File: src/rtl/lfm_pkg.sv
// lfm_pkg: shared enums and constants for the LFM sweep generator
package lfm_pkg;

    typedef enum logic [1:0] {
        MODE_UP   = 2'd0,
        MODE_DOWN = 2'd1,
        MODE_TRI  = 2'd2
    } mode_t;

    typedef enum logic [1:0] {
        ST_IDLE  = 2'd0,
        ST_LOAD  = 2'd1,
        ST_SWEEP = 2'd2,
        ST_DONE  = 2'd3
    } state_t;

    localparam logic [1:0] MODE_RSVD = 2'd3;

endpackage

File: src/rtl/lfm_sweep_gen_if.sv
// lfm_sweep_gen_if: control/result bundle of the LFM sweep generator
//   i_* : start/abort pulses and sweep configuration (driven by master)
//   o_* : frequency word, phase, valid/dir/pulse/busy/done/cfg_err status (driven by slave)
interface lfm_sweep_gen_if #(
    parameter int ACC_W   = 32,
    parameter int PHASE_W = 16,
    parameter int DWELL_W = 16,
    parameter int CNT_W   = 8
);
    logic               i_start;
    logic               i_abort;
    logic [1:0]         i_mode;
    logic [ACC_W-1:0]   i_start_freq;
    logic [ACC_W-1:0]   i_stop_freq;
    logic [ACC_W-1:0]   i_step_freq;
    logic [DWELL_W-1:0] i_dwell;
    logic [CNT_W-1:0]   i_num_sweeps;
    logic [ACC_W-1:0]   o_pinc;
    logic [PHASE_W-1:0] o_phase;
    logic               o_valid;
    logic               o_ramp_dir;
    logic               o_sweep_pulse;
    logic               o_busy;
    logic               o_done;
    logic               o_cfg_err;

    modport master (
        output i_start, i_abort, i_mode, i_start_freq, i_stop_freq, i_step_freq, i_dwell, i_num_sweeps,
        input  o_pinc, o_phase, o_valid, o_ramp_dir, o_sweep_pulse, o_busy, o_done, o_cfg_err
    );

    modport slave (
        input  i_start, i_abort, i_mode, i_start_freq, i_stop_freq, i_step_freq, i_dwell, i_num_sweeps,
        output o_pinc, o_phase, o_valid, o_ramp_dir, o_sweep_pulse, o_busy, o_done, o_cfg_err
    );
endinterface

File: src/rtl/lfm_phase_acc.sv
// lfm_phase_acc: phase accumulator with MSB truncation and optional LFSR dither
//   clk, rst_n : clock, async active-low reset
//   run        : accumulate this cycle (otherwise the accumulator clears to 0)
//   adv        : output sample valid; advances the dither LFSR
//   pinc       : frequency word added each run cycle
//   phase      : acc[ACC_W-1 -: PHASE_W], dithered when LFM_DITHER_EN is defined
module lfm_phase_acc #(
    parameter int ACC_W   = 32,
    parameter int PHASE_W = 16
) (
    input  logic               clk,
    input  logic               rst_n,
    input  logic               run,
    input  logic               adv,
    input  logic [ACC_W-1:0]   pinc,
    output logic [PHASE_W-1:0] phase
);
    logic [ACC_W-1:0] acc_q, acc_d;

    always_comb acc_d = run ? acc_q + pinc : '0;

    always_ff @(posedge clk or negedge rst_n)
        if (!rst_n) acc_q <= '0;
        else        acc_q <= acc_d;

`ifdef LFM_DITHER_EN
    localparam int LSB_W = ACC_W - PHASE_W;
    localparam int SH_L  = LSB_W >= 16 ? LSB_W - 16 : 0;
    localparam int SH_R  = LSB_W >= 16 ? 0 : 16 - LSB_W;

    logic [15:0]      lfsr_q, lfsr_d;
    logic [ACC_W-1:0] dith, sum;

    // Fibonacci LFSR x^16+x^14+x^13+x^11+1; its bits sit just below the phase cut
    always_comb begin
        lfsr_d = adv ? {lfsr_q[14:0], lfsr_q[15] ^ lfsr_q[13] ^ lfsr_q[12] ^ lfsr_q[10]} : lfsr_q;
        dith   = (ACC_W'(lfsr_q) << SH_L) >> SH_R;
        sum    = acc_q + dith;
        phase  = adv ? sum[ACC_W-1 -: PHASE_W] : acc_q[ACC_W-1 -: PHASE_W];
    end

    always_ff @(posedge clk or negedge rst_n)
        if (!rst_n) lfsr_q <= 16'hACE1;
        else        lfsr_q <= lfsr_d;
`else
    assign phase = acc_q[ACC_W-1 -: PHASE_W];
`endif
endmodule

File: src/rtl/lfm_sweep_gen.sv
// lfm_sweep_gen: LFM chirp controller (up/down/triangle, dwell, repeat, abort) feeding a phase accumulator
//   clk, rst_n : 100 MHz clock, async active-low reset
//   bus        : lfm_sweep_gen_if.slave; i_* start/abort/config in, o_* pinc/phase/status out
//   LFM_DITHER_EN (optional define) enables LFSR phase dither inside lfm_phase_acc
module lfm_sweep_gen
    import lfm_pkg::*;
#(
    parameter int ACC_W   = 32,
    parameter int PHASE_W = 16,
    parameter int DWELL_W = 16,
    parameter int CNT_W   = 8
) (
    input logic            clk,
    input logic            rst_n,
    lfm_sweep_gen_if.slave bus
);
    state_t             state_q, state_d;
    mode_t              mode_q, mode_d;
    logic [ACC_W-1:0]   start_q, start_d, stop_q, stop_d, step_q, step_d, pinc_q, pinc_d;
    logic [DWELL_W-1:0] dwell_q, dwell_d, dwell_cnt_q, dwell_cnt_d;
    logic [CNT_W-1:0]   num_q, num_d, cnt_q, cnt_d, cnt_inc;
    logic               dir_q, dir_d, cfg_err_q, cfg_err_d;
    logic               cfg_ok, step_now, at_stop, at_start, sweep_end, last, nxt_dir;
    logic [ACC_W:0]     up_sum, dn_dif;
    logic [ACC_W-1:0]   up_nxt, dn_nxt, nxt_pinc;

    assign cfg_ok = bus.i_start_freq <= bus.i_stop_freq && bus.i_step_freq != '0 && bus.i_mode != MODE_RSVD;

    // Ramp arithmetic is one bit wider so overflow/underflow clamps to the bound instead of wrapping
    always_comb begin
        step_now  = dwell_cnt_q == dwell_q;
        at_stop   = pinc_q == stop_q;
        at_start  = pinc_q == start_q;
        up_sum    = {1'b0, pinc_q} + {1'b0, step_q};
        dn_dif    = {1'b0, pinc_q} - {1'b0, step_q};
        up_nxt    = up_sum > {1'b0, stop_q} ? stop_q : up_sum[ACC_W-1:0];
        dn_nxt    = (dn_dif[ACC_W] || dn_dif[ACC_W-1:0] < start_q) ? start_q : dn_dif[ACC_W-1:0];
        // Triangle with start==stop degenerates to a single held value per sweep
        sweep_end = step_now && (mode_q == MODE_UP   ? at_stop :
                                 mode_q == MODE_DOWN ? at_start :
                                 dir_q               ? at_stop && at_start : at_start);
        nxt_pinc  = mode_q == MODE_UP   ? (at_stop ? start_q : up_nxt) :
                    mode_q == MODE_DOWN ? (at_start ? stop_q : dn_nxt) :
                    dir_q               ? (at_stop ? (at_start ? start_q : dn_nxt) : up_nxt) :
                                          (at_start ? start_q : dn_nxt);
        nxt_dir   = mode_q != MODE_TRI ? dir_q : dir_q ? !(at_stop && !at_start) : at_start;
        cnt_inc   = cnt_q + 1'b1;
        last      = sweep_end && num_q != '0 && cnt_inc == num_q;
    end

    always_comb begin
        state_d   = state_q;
        cfg_err_d = 1'b0;
        case (state_q)
            ST_IDLE: if (bus.i_start && !bus.i_abort) begin
                state_d   = cfg_ok ? ST_LOAD : ST_IDLE;
                cfg_err_d = !cfg_ok;
            end
            ST_LOAD:  state_d = bus.i_abort ? ST_IDLE : ST_SWEEP;
            ST_SWEEP: state_d = bus.i_abort ? ST_IDLE : last ? ST_DONE : ST_SWEEP;
            default:  state_d = ST_IDLE;
        endcase
    end

    always_comb begin
        mode_d      = mode_q;
        start_d     = start_q;
        stop_d      = stop_q;
        step_d      = step_q;
        dwell_d     = dwell_q;
        num_d       = num_q;
        pinc_d      = pinc_q;
        dir_d       = dir_q;
        dwell_cnt_d = dwell_cnt_q;
        cnt_d       = cnt_q;
        if (state_q == ST_IDLE && state_d == ST_LOAD) begin
            mode_d  = mode_t'(bus.i_mode);
            start_d = bus.i_start_freq;
            stop_d  = bus.i_stop_freq;
            step_d  = bus.i_step_freq;
            dwell_d = bus.i_dwell;
            num_d   = bus.i_num_sweeps;
        end
        if (state_q == ST_LOAD) begin
            pinc_d      = mode_q == MODE_DOWN ? stop_q : start_q;
            dir_d       = mode_q != MODE_DOWN;
            dwell_cnt_d = '0;
            cnt_d       = '0;
        end
        if (state_q == ST_SWEEP) begin
            dwell_cnt_d = step_now ? '0 : dwell_cnt_q + 1'b1;
            pinc_d      = step_now ? nxt_pinc : pinc_q;
            dir_d       = step_now ? nxt_dir : dir_q;
            cnt_d       = sweep_end ? cnt_inc : cnt_q;
        end
        if (state_d != ST_SWEEP) begin
            pinc_d = '0;
            dir_d  = 1'b0;
        end
    end

    always_ff @(posedge clk or negedge rst_n)
        if (!rst_n) begin
            state_q     <= ST_IDLE;
            mode_q      <= MODE_UP;
            start_q     <= '0;
            stop_q      <= '0;
            step_q      <= '0;
            dwell_q     <= '0;
            num_q       <= '0;
            pinc_q      <= '0;
            dir_q       <= 1'b0;
            dwell_cnt_q <= '0;
            cnt_q       <= '0;
            cfg_err_q   <= 1'b0;
        end else begin
            state_q     <= state_d;
            mode_q      <= mode_d;
            start_q     <= start_d;
            stop_q      <= stop_d;
            step_q      <= step_d;
            dwell_q     <= dwell_d;
            num_q       <= num_d;
            pinc_q      <= pinc_d;
            dir_q       <= dir_d;
            dwell_cnt_q <= dwell_cnt_d;
            cnt_q       <= cnt_d;
            cfg_err_q   <= cfg_err_d;
        end

    lfm_phase_acc #(.ACC_W(ACC_W), .PHASE_W(PHASE_W)) u_acc (
        .clk   (clk),
        .rst_n (rst_n),
        .run   (state_q == ST_SWEEP && state_d == ST_SWEEP),
        .adv   (state_q == ST_SWEEP),
        .pinc  (pinc_q),
        .phase (bus.o_phase)
    );

    assign bus.o_pinc        = pinc_q;
    assign bus.o_ramp_dir    = dir_q;
    assign bus.o_valid       = state_q == ST_SWEEP;
    assign bus.o_busy        = state_q == ST_LOAD || state_q == ST_SWEEP;
    assign bus.o_done        = state_q == ST_DONE;
    assign bus.o_cfg_err     = cfg_err_q;
    assign bus.o_sweep_pulse = state_q == ST_SWEEP && sweep_end;
endmodule
File: src/flat_wrapper.sv
// flat-port wrapper written by rule: the top's interface ports become plain ports
module lfm_sweep_gen_flat import lfm_pkg::*;
#(
    parameter int ACC_W   = 32,
    parameter int PHASE_W = 16,
    parameter int DWELL_W = 16,
    parameter int CNT_W   = 8
)
  (clk, rst_n, bus_i_start, bus_i_abort, bus_i_mode, bus_i_start_freq, bus_i_stop_freq, bus_i_step_freq, bus_i_dwell, bus_i_num_sweeps, bus_o_pinc, bus_o_phase, bus_o_valid, bus_o_ramp_dir, bus_o_sweep_pulse, bus_o_busy, bus_o_done, bus_o_cfg_err);
  lfm_sweep_gen_if #(.ACC_W(ACC_W), .PHASE_W(PHASE_W), .DWELL_W(DWELL_W), .CNT_W(CNT_W)) bus_i ();
  input logic clk;
  input logic rst_n;
  input wire logic [$bits(bus_i.i_start)-1:0] bus_i_start;
  input wire logic [$bits(bus_i.i_abort)-1:0] bus_i_abort;
  input wire logic [$bits(bus_i.i_mode)-1:0] bus_i_mode;
  input wire logic [$bits(bus_i.i_start_freq)-1:0] bus_i_start_freq;
  input wire logic [$bits(bus_i.i_stop_freq)-1:0] bus_i_stop_freq;
  input wire logic [$bits(bus_i.i_step_freq)-1:0] bus_i_step_freq;
  input wire logic [$bits(bus_i.i_dwell)-1:0] bus_i_dwell;
  input wire logic [$bits(bus_i.i_num_sweeps)-1:0] bus_i_num_sweeps;
  output wire logic [$bits(bus_i.o_pinc)-1:0] bus_o_pinc;
  output wire logic [$bits(bus_i.o_phase)-1:0] bus_o_phase;
  output wire logic [$bits(bus_i.o_valid)-1:0] bus_o_valid;
  output wire logic [$bits(bus_i.o_ramp_dir)-1:0] bus_o_ramp_dir;
  output wire logic [$bits(bus_i.o_sweep_pulse)-1:0] bus_o_sweep_pulse;
  output wire logic [$bits(bus_i.o_busy)-1:0] bus_o_busy;
  output wire logic [$bits(bus_i.o_done)-1:0] bus_o_done;
  output wire logic [$bits(bus_i.o_cfg_err)-1:0] bus_o_cfg_err;
  assign bus_i.i_start = bus_i_start;
  assign bus_i.i_abort = bus_i_abort;
  assign bus_i.i_mode = bus_i_mode;
  assign bus_i.i_start_freq = bus_i_start_freq;
  assign bus_i.i_stop_freq = bus_i_stop_freq;
  assign bus_i.i_step_freq = bus_i_step_freq;
  assign bus_i.i_dwell = bus_i_dwell;
  assign bus_i.i_num_sweeps = bus_i_num_sweeps;
  assign bus_o_pinc = bus_i.o_pinc;
  assign bus_o_phase = bus_i.o_phase;
  assign bus_o_valid = bus_i.o_valid;
  assign bus_o_ramp_dir = bus_i.o_ramp_dir;
  assign bus_o_sweep_pulse = bus_i.o_sweep_pulse;
  assign bus_o_busy = bus_i.o_busy;
  assign bus_o_done = bus_i.o_done;
  assign bus_o_cfg_err = bus_i.o_cfg_err;
  lfm_sweep_gen #(.ACC_W(ACC_W), .PHASE_W(PHASE_W), .DWELL_W(DWELL_W), .CNT_W(CNT_W)) u_core (.clk(clk), .rst_n(rst_n), .bus(bus_i));
endmodule
File: config.mk
export PLATFORM = sky130hd
export DESIGN_NAME = lfm_sweep_gen_flat
export DESIGN_NICKNAME = d
export VERILOG_FILES = /design/src/rtl/lfm_pkg.sv /design/src/rtl/lfm_sweep_gen_if.sv /design/src/rtl/lfm_phase_acc.sv /design/src/rtl/lfm_sweep_gen.sv /design/src/flat_wrapper.sv
export SDC_FILE = /design/constraint.sdc
export NUM_CORES = 1
export LEC_CHECK = 0
export ABC_CLOCK_PERIOD_IN_PS = 6100
export CORE_UTILIZATION = 40
export CTS_BUF_LIST = sky130_fd_sc_hd__clkbuf_8
export CTS_CLUSTER_DIAMETER = 200
export CTS_CLUSTER_SIZE = 25
export DETAILED_ROUTE_END_ITERATION = 16
export PLACE_DENSITY_LB_ADDON = 0.25
export SYNTH_ARGS = -nofsm -noshare
export SYNTH_HDL_FRONTEND = slang
export SYNTH_SLANG_ARGS = --single-unit
File: constraint.sdc
create_clock -name clk -period 6.1 [get_ports clk]
set_input_delay 1.22 -clock clk [delete_from_list [all_inputs] [get_ports clk]]
set_output_delay 1.22 -clock clk [all_outputs]
set_load 0.05 [all_outputs]
[Yosys cells after proc, flatten, opt, wreduce, memory -nomap -nowiden]
Cells that the tools add are included.
Cells by class
  add/subtract/negate cells: 5
  order comparisons: 3
  equality and inequality tests: 17
  mux-type cells: 38
  reduce and logical (&&, ||, !) cells: 26
Operators with widths (number)
  $mux 32: 15
  $eq 32x32->1: 2
  $mux 16: 3
  $add 32x32->33: 1
  $gt 33x32->1: 1
  $sub 32x32->33: 1
  $add 32x32->32: 1
  $le 32x32->1: 1
  $lt 32x32->1: 1
  $reduce_bool 32->1: 1
  $mux 8: 3
  $add 16x1->16 const B: 1
  $eq 16x16->1: 1
  $mux 1: 13
  $logic_and 1x1->1: 11
  $add 8x1->8 const B: 1
  $eq 8x8->1: 1
  $reduce_bool 8->1: 1
  $eq 2x1->1 const B: 3
  $eq 2x2->1 const B: 3
  $mux 2: 3
  $ne 2x2->1 const B: 3
  $pmux 2 s3: 1
  $logic_not 1->1: 4
  other kinds (9): 13
Word-level totals
  register bits: 214
  bits of input ports: 126
  output and inout bits: 54
  logic and storage cells: 102

[Longest topological paths before layout]
  word-level depth: 14
  mapped depth: 27
  depth with buffers taken out: 25

[Cells and area by module]
A second synthesis with hierarchy kept.
Second synthesis, totals
  cells, all modules: 2452
  area total of the unflattened synthesis: 19681.4 um^2
By module, submodules not included
  lfm_sweep_gen: instances 1, cells each 2104, area each 16782.3 um^2, seq. area each 4554.4 um^2
  lfm_phase_acc: instances 1, cells each 348, area each 2899.0 um^2, seq. area each 800.8 um^2

[Worst setup path before layout]
No wires, ideal clock.
  path kind: reg2reg
  start: reg u_core.pinc_q[0], in the netlist u_core.bus.o_pinc[0]
  end: reg u_core.pinc_q[0], in the netlist u_core.bus.o_pinc[0]
  setup time: 0.126 ns
  data arrival time: 5.570 ns
  data required time: 5.974 ns
  slack: 0.404 ns
  stages on the path, launching flop included: 26
  path buffers: 1
  period minus slack after synthesis: 5.696 ns
  cells stage by stage: dfrtp_1 ha_1 inv_1 fa_1 o21bai_1 a21oi_1 nor2_1 a311oi_4 o21ai_4 a31o_2 a21oi_1 nor4_1 a311o_1 ha_1 a21oi_1 nor2_1 a2111oi_0 nor2_1 a2111oi_0 and4_1 a41oi_2 nor3_4 buf_6 mux2i_1 a21oi_1 a221o_1
On the way
  cells in the longest elaborated chain, start to end: 14
  elaborated cells on any way between the ends: 33
  classes of those cells: add/sub (2); order compare (2); eq/ne (4); mux (18); reduce/logical (7)
Ends and longest elaborated chain
  start: declaration: RTL line lfm_sweep_gen.sv:19  | logic [ACC_W-1:0] start_q, start_d, stop_q, stop_d, step_q, step_d, pinc_q, pinc_d;
  start signal: assignment: RTL line lfm_sweep_gen.sv:124  | pinc_q <= pinc_d;
  parallel branches: the longest is 14 deep, another holds $sub 32x32->33
Several ways; the timed one is not identified. The select of a mux whose other input is x is not followed.
A chain may end at the register's enable or synchronous reset.

[Final worst setup path]
  start: reg u_core.pinc_q[2], in the netlist u_core.bus.o_pinc[2]
  end: reg u_core.pinc_q[3], in the netlist u_core.bus.o_pinc[3]
The elaborated chain is that of the path after synthesis.

==> flow_summary.ini <==
[clock_network]
htree_levels = 1
cts_root_buf = clkbuf_8
cts_tree = done
cts_buffer_depth = 3
numClockSinks = 214
clkTransAtPathRegs_ps = 170
hold_buffers = 0
cts_buffers = 12
clk_latency_ps = 610

[timing]
fmax_mhz = 168.7
fin_crit_sh_pct = 97.15
worstMarginPinSlew_ps = 1081
fin_crit_ps = 5926
tns_ps = 0
final-hold-violation-count = 0
clock-skew-final_ps = 61.37
hold_ws_ps = 531.7
setup_viol = 0
final_max_slew_viol_count = 0
slew_headroom_pct = 26.90

[routing]
vias = 19216
avgViaCountPerCell = 5.938
drt-initial-drc-count = 1831
drt_wl_total_um = 78040
wl_per_cell_um = 24.12
drt_pre_antenna_iters = 6
drc = 0
ant_nets = 0

[die]
coreArea_mm2 = 0.04646
start_util_pct = 40.42
die_w_um = 218.7
ios = 180
row_count = 79
die_area_mm2 = 0.04782
die_height_um = 218.7

[setup_path]
reg2reg_slack_ps = 170
cp_max_fo = 8
required_ps = 6590
critPathArrivalTime_ps = 6420
cp-start-kind = flop
end_kind = flop
critical_path_class = flop to flop

[pwr]
power_density_mw_per_mm2 = 603.0
ir_drop_uv = 271.8
total_power_mw = 14.01
p_leak_nw = 10.79

[finish]
drive_gt1_share_pct = 14.04
fin_util_pct = 50.02
multi_input_area_mm2 = 0.01249
area_delta_synth_final_pct = 23.73
fin_nets = 2953
regArea_mm2 = 0.005355
fillCellCount = 4578
fin_cells = 3236

[yosys]
yosys.area.top_type = dfrtp_1
postSynthAreaPerCell_um2 = 8.154
synth_edf_count = 0
ys.flop_type = dfrtp_1
synth_seq_cells = 214
synth_top_area_share_pct = 28.52
yosys-top-cells-area = dfrtp_1 29%, ha_1 13%, o21ai_0 5.3%
yosys-top-cells-count = 249 x nand2_1, 214 x dfrtp_1, 201 x nor2_1, 197 x o21ai_0, 196 x ha_1
ys_types = 90
synth_area_mm2 = 0.01878
synthesis.nets = 2628
yosysMostFrequentCell = nand2_1
seq_area_frac_synth_pct = 28.52
synthCells = 2303
async_flop_share_pct = 100.0
yosysWarnings = 0

[grt]
met2_usage_pct = 49.89
grt_pass1_wl_um = 116000
grt_pass1_vias = 18594
grt_max_degree = 122
met1_usage_pct = 44.52
gr-total-overflow = 0
antenna_found_initial = 2
met3_usage_pct = 5.595
grt-busiest-layer = met2
gr-usage-all-layers_pct = 32.17

[place]
portBuffers = 179
dpl.cell_count = 3201
hpwl_um = 61530
gp_congestion = 1.033

[min_path]
hold_class = flop to flop

[run_status]
outcome = completed

[job]
max-cap-violations = 0
[where the power goes]
group / internal, mW / switching [mW]
logic: 4.32 / 6.44
registers: 1.90 / 0.626
clock network: 0.201 / 0.526
total: 6.42 / 7.59
[cell type report]
| type | count | area share [%] |
|---|---|---|
| antenna | 1 | 0.01077 |
| sequential | 214 | 23.05 |
| inverter | 175 | 2.827 |
| clock inverter | 1 | 0.07000 |
| timing repair buffer | 424 | 16.27 |
| tap | 607 | 3.269 |
| clock buffer | 13 | 0.7700 |
| multi-input combinational | 1801 | 53.73 |
[worst max-delay path: stages (launching register included)]
cell	delay, ps
dfrtp_1	450
ha_1	320
buf_4	170
o21a_1	180
o31a_1	130
o41a_1	530
a211oi_2	260
buf_4	180
o21ai_1	80
buf_4	170
a31o_2	250
a21o_1	200
a21oi_2	180
xnor2_2	120
ha_1	340
nand2_1	60
o21a_1	200
a22o_4	290
nor4_4	320
a21oi_4	140
nor3b_4	300
buf_6	180
nand2_2	100
buf_12	160
nor2_1	130
nor4_2	70
a221o_1	320
[per-layer routing]
layer	part of all wire [%]	wire [um]	up-vias
met2	44	34430	858
met3	8.3	6440	166
met4	4.2	3265	4
met5	0.035	27	-
met1	43	33880	9383
li1	-	-	8805
[sequential cells by signal (all words and copies together) (netlist names)]
name                   count
u_core.bus.o_pinc         32
u_core.start_q            32
u_core.step_q             32
u_core.stop_q             32
u_core.u_acc.acc_q        32
u_core.dwell_cnt_q        16
u_core.dwell_q            16
u_core.cnt_q               8
u_core.num_q               8
u_core.mode_q              2
u_core.state_q             2
u_core.bus.o_cfg_err       1
u_core.bus.o_ramp_dir      1
[final timing paths]
kind                                                   from                                 to  depth (start not counted)
min in group asynchronous                             rst_n   u_core.u_acc.acc_q[19]$_DFF_PN0_                          1
setup reg to reg           u_core.bus.o_pinc[2]$_DFFE_PN0P_   u_core.bus.o_pinc[3]$_DFFE_PN0P_                         26
hold reg to reg                 u_core.cnt_q[7]$_DFFE_PN0P_        u_core.cnt_q[7]$_DFFE_PN0P_                          1
setup / recovery           u_core.bus.o_pinc[2]$_DFFE_PN0P_   u_core.bus.o_pinc[3]$_DFFE_PN0P_                         26
hold / removal                  u_core.cnt_q[7]$_DFFE_PN0P_        u_core.cnt_q[7]$_DFFE_PN0P_                          1
max in group asynchronous                             rst_n  u_core.dwell_cnt_q[4]$_DFFE_PN0P_                          2
[layout by cell type, fill, tap and decap left out, drive strengths merged, types with 6 or more instances in the layout]
master	n
nand2	251
buf	245
dfrtp	214
o21ai	211
nor2	203
ha	196
clkdlybuf4s50	178
inv	174
a21oi	160
xor2	102
xnor2	85
nor4	42
nand3	41
a21o	37
mux2	36
o211ai	30
nand4	30
nor3	28
a31oi	26
a211oi	25
and3	24
nand2b	21
o22ai	20
nor2b	18
o21bai	15
o21a	15
and2	15
mux2i	14
clkbuf	14
a221o	13
o31ai	11
or3	11
o221ai	9
and4	9
a211o	8
a221oi	8
o311ai	8
a311oi	7
o31a	6
[repair_timing]
item | 4_1_cts | 5_1_grt
pin swaps | 4 | 24
cloned | 1 | 1
setup endpoints to repair | 31 | 32
gates resized for setup | 12 | 54
buffers inserted | 6 | 12
[metrics by stage]
stage               cell area, um^2  setup WS (ps)
global placement              22550         -761.1
floorplan                     18780          403.8
CTS                           22880          4.615
global route                  23230         -31.00
finish                        23240          173.6
detailed placement            22550         -822.7
[cell families after synthesis]
logic type | Yosys count | share of synthesized area, %
XOR/XNOR | 187 | 8.721
AND/OR/NAND/NOR | 709 | 17.72
AO/OA/AOI/OAI | 655 | 22.13
adder cells (fa/ha/maj) | 199 | 13.38
buffers and inverters | 289 | 6.583
multiplexers | 50 | 2.945
flip-flops | 214 | 28.52
No activity file was read; power rests on OpenSTA's default activity.
